--- src/rtl/control_seq.sv ---
// Instruction sequencer/decoder for the DSP48 PE array: repeats each accepted
// instruction rpt+1 times, decodes per-lane DSP controls and tracks write-back.
module control_seq #(
  parameter int DATA_WIDTH = 16,
  parameter int INST_WIDTH = 64,
  parameter int LANES      = 4,
  parameter int WB_DELAY   = 6
) (
  input  logic                    clk,
  input  logic                    rst,
  input  logic                    inst_v,
  input  logic [INST_WIDTH-1:0]   inst,
  output logic                    inst_rdy,
  output logic                    busy,
  input  logic                    din_ld_v,
  input  logic [2*DATA_WIDTH-1:0] din_ld,
  input  logic [2*DATA_WIDTH-1:0] din_wb,
  output logic                    dout_v,
  output logic [2*DATA_WIDTH-1:0] dout,
  output logic                    ld_drop,
  output logic [4*LANES-1:0]      alumode,
  output logic [5*LANES-1:0]      inmode,
  output logic [7*LANES-1:0]      opmode,
  output logic [LANES-1:0]        cea2,
  output logic [LANES-1:0]        ceb2,
  output logic [LANES-1:0]        usemult
);

  typedef enum logic {IDLE, ISSUE} state_e;

  state_e                  state_q;
  logic [4:0]              cnt_q;
  logic [2:0]              opc_q;
  logic [LANES-1:0]        mask_q;
  logic [WB_DELAY-1:0]     wb_sr_q;
  logic [2*DATA_WIDTH-1:0] dout_q;
  logic                    ld_drop_q;

  logic [4*LANES-1:0] alumode_d, alumode_q;
  logic [5*LANES-1:0] inmode_d, inmode_q;
  logic [7*LANES-1:0] opmode_d, opmode_q;
  logic [LANES-1:0]   cea2_d, cea2_q;
  logic [LANES-1:0]   ceb2_d, ceb2_q;
  logic [LANES-1:0]   usemult_d, usemult_q;

  logic accept;
  logic issue;
  logic unused_inst;

  assign inst_rdy    = (state_q == IDLE) || (cnt_q == 5'd0);
  assign busy        = (state_q == ISSUE);
  assign issue       = busy;
  assign accept      = inst_v && inst_rdy;
  assign unused_inst = ^{inst[INST_WIDTH-1:32], inst[23:LANES]};

  // A new accept while the last repeat is issuing reloads without a bubble.
  always_ff @(posedge clk) begin
    if (rst) begin
      state_q <= IDLE;
      cnt_q   <= 5'd0;
      opc_q   <= 3'd0;
      mask_q  <= '0;
    end else if (accept) begin
      state_q <= ISSUE;
      cnt_q   <= inst[28:24];
      opc_q   <= inst[31:29];
      mask_q  <= inst[LANES-1:0];
    end else if (state_q == ISSUE) begin
      if (cnt_q != 5'd0) begin
        cnt_q <= cnt_q - 5'd1;
      end else begin
        state_q <= IDLE;
      end
    end
  end

  always_comb begin
    alumode_d = '0;
    inmode_d  = '0;
    opmode_d  = '0;
    cea2_d    = '0;
    ceb2_d    = '0;
    usemult_d = '0;
    for (int i = 0; i < LANES; i++) begin
      if (issue && mask_q[i]) begin
        case (opc_q)
          3'b001, 3'b010: begin
            opmode_d[7*i +: 7] = 7'b0110011;
            cea2_d[i]          = 1'b1;
            ceb2_d[i]          = 1'b1;
            if (opc_q == 3'b010) alumode_d[4*i +: 4] = 4'b0011;
          end
          3'b100, 3'b111: begin
            inmode_d[5*i +: 5] = 5'b10001;
            opmode_d[7*i +: 7] = 7'b0000101;
            usemult_d[i]       = 1'b1;
          end
          // Odd lanes carry the second product term of the fused pair.
          3'b101, 3'b110: begin
            opmode_d[7*i +: 7] = 7'b0110011;
            usemult_d[i]       = 1'b1;
            if (i % 2 == 1) begin
              inmode_d[5*i +: 5] = 5'b10001;
              if (opc_q == 3'b110) alumode_d[4*i +: 4] = 4'b0011;
            end
          end
          default: ;
        endcase
      end
    end
  end

  always_ff @(posedge clk) begin
    if (rst) begin
      alumode_q <= '0;
      inmode_q  <= '0;
      opmode_q  <= '0;
      cea2_q    <= '0;
      ceb2_q    <= '0;
      usemult_q <= '0;
      wb_sr_q   <= '0;
      dout_q    <= '0;
      ld_drop_q <= 1'b0;
    end else begin
      alumode_q <= alumode_d;
      inmode_q  <= inmode_d;
      opmode_q  <= opmode_d;
      cea2_q    <= cea2_d;
      ceb2_q    <= ceb2_d;
      usemult_q <= usemult_d;
      wb_sr_q   <= {wb_sr_q[WB_DELAY-2:0], issue};
      // Write-back owns the bus; a coincident load is lost and flagged.
      if (dout_v) begin
        dout_q <= din_wb;
      end else if (din_ld_v) begin
        dout_q <= din_ld;
      end
      ld_drop_q <= dout_v && din_ld_v;
    end
  end

  assign dout_v  = wb_sr_q[WB_DELAY-1];
  assign dout    = dout_q;
  assign ld_drop = ld_drop_q;
  assign alumode = alumode_q;
  assign inmode  = inmode_q;
  assign opmode  = opmode_q;
  assign cea2    = cea2_q;
  assign ceb2    = ceb2_q;
  assign usemult = usemult_q;

endmodule

--- config.mk ---
export PLATFORM = sky130hd
export DESIGN_NAME = control_seq
export DESIGN_NICKNAME = d
export VERILOG_FILES = /design/src/rtl/control_seq.sv
export SDC_FILE = /design/constraint.sdc
export NUM_CORES = 1
export LEC_CHECK = 0
export ABC_CLOCK_PERIOD_IN_PS = 1950
export CAP_MARGIN = 30
export CORE_MARGIN = 5
export CORE_UTILIZATION = 35
export CTS_CLUSTER_DIAMETER = 60
export CTS_CLUSTER_SIZE = 10
export DETAILED_ROUTE_END_ITERATION = 8
export PLACE_DENSITY = 0.81
export REMOVE_ABC_BUFFERS = 1
export SETUP_SLACK_MARGIN = 0.15
export SLEW_MARGIN = 20
export SYNTH_ARGS = -nofsm -noshare
export SYNTH_HDL_FRONTEND = slang
export SYNTH_SLANG_ARGS = --single-unit
--- constraint.sdc ---
create_clock -name clk -period 1.95 [get_ports clk]
set_input_delay 0.2925 -clock clk [delete_from_list [all_inputs] [get_ports clk]]
set_output_delay 0.2925 -clock clk [all_outputs]
set_load 0.03 [all_outputs]
==> results_dict.tcl <==
set metrics [dict create \
    tightest_slew_ns 0.5633 \
    power_leakage_nw 2.009 \
    die_area_um2 11960 \
    post-place-ws_ns 0.1808 \
    cts_buffers 9 \
    synthMuxAreaShare 0.2115 \
    synthAdderAreaFrac 0.02173 \
    status "finished, final reports clean" \
    final_area_um2 5238 \
    tns_ns 0 \
    period_needed_ns 1.893 \
    synth-compound-area-share 0.05071 \
    p_per_area_nw_per_um2 723.9 \
    ys_types 35 \
    timing.fmax_mhz 528.2 \
    drc 0 \
    cts_hold_buf 0 \
    clock-sinks 78 \
    num_antenna_cells 0 \
    clk_pin_slew_worst_paths_ns 0.08 \
    maxCapViolCount 0 \
    place_area_um2 4972 \
    portBuffers 163 \
    dp_hpwl_um 6982 \
    fin_nets 626 \
    slew_violations 0 \
    multiInputGateArea_um2 1540 \
    core_area_um2 9684 \
    worstSetupEndpointType "output pin" \
    switching_power_mw 1.106 \
    syn2layout_area_growth_pct 51.61 \
    rsz0062_at_grt "true" \
    vias_per_cell 4.502 \
    drtIter0Drc 105 \
    worstSetupPathType "register to output pin" \
    synth_async_sr_flop_share 0 \
    nFillCells 855 \
    cts_root_buf "clkbuf_8" \
    swShare 0.2916 \
    timing.hold.ws_ns 0.3678 \
    gp_congestion 0.7652 \
    yosysSeqAreaShare 0.4520 \
    cts_tree "built" \
    synthSimpleGateAreaFrac 0.1257 \
    seqCellArea_um2 1568 \
    cts_htree_levels 3 \
    synth_cells 343 \
    start_util 0.3567 \
    syn_area_per_cell_um2 10.07 \
    post-route-util 0.5408 \
    final_cell_count_no_fill 626 \
    drt_wl_total_um 9070 \
    ioPinCount 244 \
    track_usage 0.1447 \
    hold_class "input pin to register" \
    grt_pass1_wl_um 13660 \
    synthXorXnorAreaFrac 0 \
    synth_top_family_by_area "multiplexers" \
    cp.required_ns 1.66 \
    synth.area.top_cells "dfxtp_1, buf_4, mux2i_1" \
    dp.cells 607 \
    p_comb_frac 0.210 \
    max-vdd-ir-drop_mv 0.4562 \
    grt_max_degree 34 \
    seqPwrFrac 0.453 \
    grt_pass1_vias 2839 \
    finalPower_mw 3.791 \
    clockBufferDepth 2 \
    grt_remaining_overflow 0 \
    row_count 36 \
    setup_viol 0 \
    fin_skew_ns 0.008738 \
    antenna_found_initial 0 \
    synth_top_area_cell "dfxtp_1" \
    cp_max_fo 3 \
    yosys.area.top_type_share 0.4520 \
    p_int_mw 2.686 \
    ys.flop_type "dfxtp_1" \
    startpoint_type "register" \
    drive_gt1_frac 0.1481 \
    ys_ff_latch 78 \
    clk_latency_ns 0.35 \
    setup_slack_ns 0.05691 \
    slew_headroom 0.6245 \
    finalCritPeriodShare 0.9708 \
    die_w_um 109.4 \
    die_h_um 109.4 \
    antenna_left 0 \
    netlist_area_um2 3455 \
    synth-edff-count 0 \
    wire_per_inst_um 14.49 \
    critPathArrivalTime_ns 1.60 \
    yosysWarnings 0 \
    dr.pass1.iters 4 \
    hold_viol 0 \
    clockPowerShare 0.337 \
    vias 2818 \
]
[routing by layer]
layer  vias to the layer above  global-route usage  part of all wire
met5                         -                   0                 0
met4                         0             0.03473            0.0078
met3                         9             0.05402             0.095
met2                       126              0.2624              0.52
met1                      1320              0.1593              0.37
li1                       1363                   -                 -
[power by group through the flow]
| stage | Combinational (mW) | Sequential, mW | Clock (mW) |
|---|---|---|---|
| 6_report | 0.795 | 1.72 | 1.28 |
| 5_1_grt | 0.853 | 1.73 | 1.43 |
| 4_1_cts | 0.787 | 1.72 | 1.33 |
| 3_5_place_dp | 0.763 | 1.75 | 0 |
| 3_3_place_gp | 0.741 | 1.75 | 0 |
| 2_1_floorplan | 0.315 | 1.84 | 0 |
[sequential cells by signal, indices dropped and copies added (netlist names), 2 cells and up]
name and flops:
opc_q 3, inmode 4, alumode 4, wb_sr_q 6, usemult 2, mask_q 4, opmode 12, dout 32
cnt_q 5, ceb2 4
[placed cells by master (no fill, tap or decap), types with 2 or more instances in the layout]
master	netlist	routed
clkdlybuf4s50_1	0	160
mux2i_1	37	37
dfxtp_2	0	2
or3_1	2	2
buf_4	50	10
nand3_1	2	2
nand2_1	17	16
nor2_1	52	52
o211ai_1	3	3
o31ai_1	2	2
inv_8	0	3
a21oi_1	3	3
nand2b_1	3	3
a31oi_1	2	2
and3_1	7	7
o2111ai_1	2	2
dfxtp_1	78	75
nor2b_1	7	7
inv_1	6	4
clkbuf_8	0	9
mux2_2	32	32
conb_1	1	28
ha_1	6	5
[worst paths after layout]
path / cells after the start / startpoint / end / slack, ns
max: 5 / cnt_q[0] / inst_rdy / 0.06
min: 3 / rst / wb_sr_q[0] / 0.37
max reg2reg: 6 / cnt_q[0] / mask_q[0] / 0.15
min reg2reg: 1 / wb_sr_q[4] / wb_sr_q[5] / 0.44
[cell type report]
cell class	instances	area share
clock inverter	7	0.01696
tap	133	0.03177
clock buffer	9	0.02365
inverter	7	0.005495
multi-input combinational	218	0.2941
timing repair buffer	174	0.3287
sequential	78	0.2993
[critical path: stages (launching register included)]
cell	delay, ns
dfxtp_4	0.36
inv_4	0.06
ha_4	0.14
or4b_4	0.49
nand2_4	0.09
buf_6	0.13
[what timing repair did]
item	CTS	global route
pin swaps	2	1
gates resized for setup	10	2
gates cloned	0	0
setup buffers	1	2
endpoints found under the setup margin	2	7
[logic make-up after synthesis]
logic type	count (synthesis)
AOI/OAI and AO/OA	22
adders and majority gates	6
buffers and inverters	74
other	1
DFF	78
and+or+nand+nor	93
muxes	69
[cells in the mapped netlist (2+ instances only)]
cell and n:
inv_1 6, mux2_2 32, or3_1 2, a21oi_1 3
nor2b_1 7, nand2b_1 3, a31oi_1 2, buf_2 7
nand3_1 2, o31ai_1 2, dfxtp_1 78, and3_1 7
nand2_1 17, ha_1 6, nor2_1 52, clkbuf_1 10
buf_4 50, o2111ai_1 2, o211ai_1 3, mux2i_1 37
Note: power is estimated with default switching activity, not from simulation.
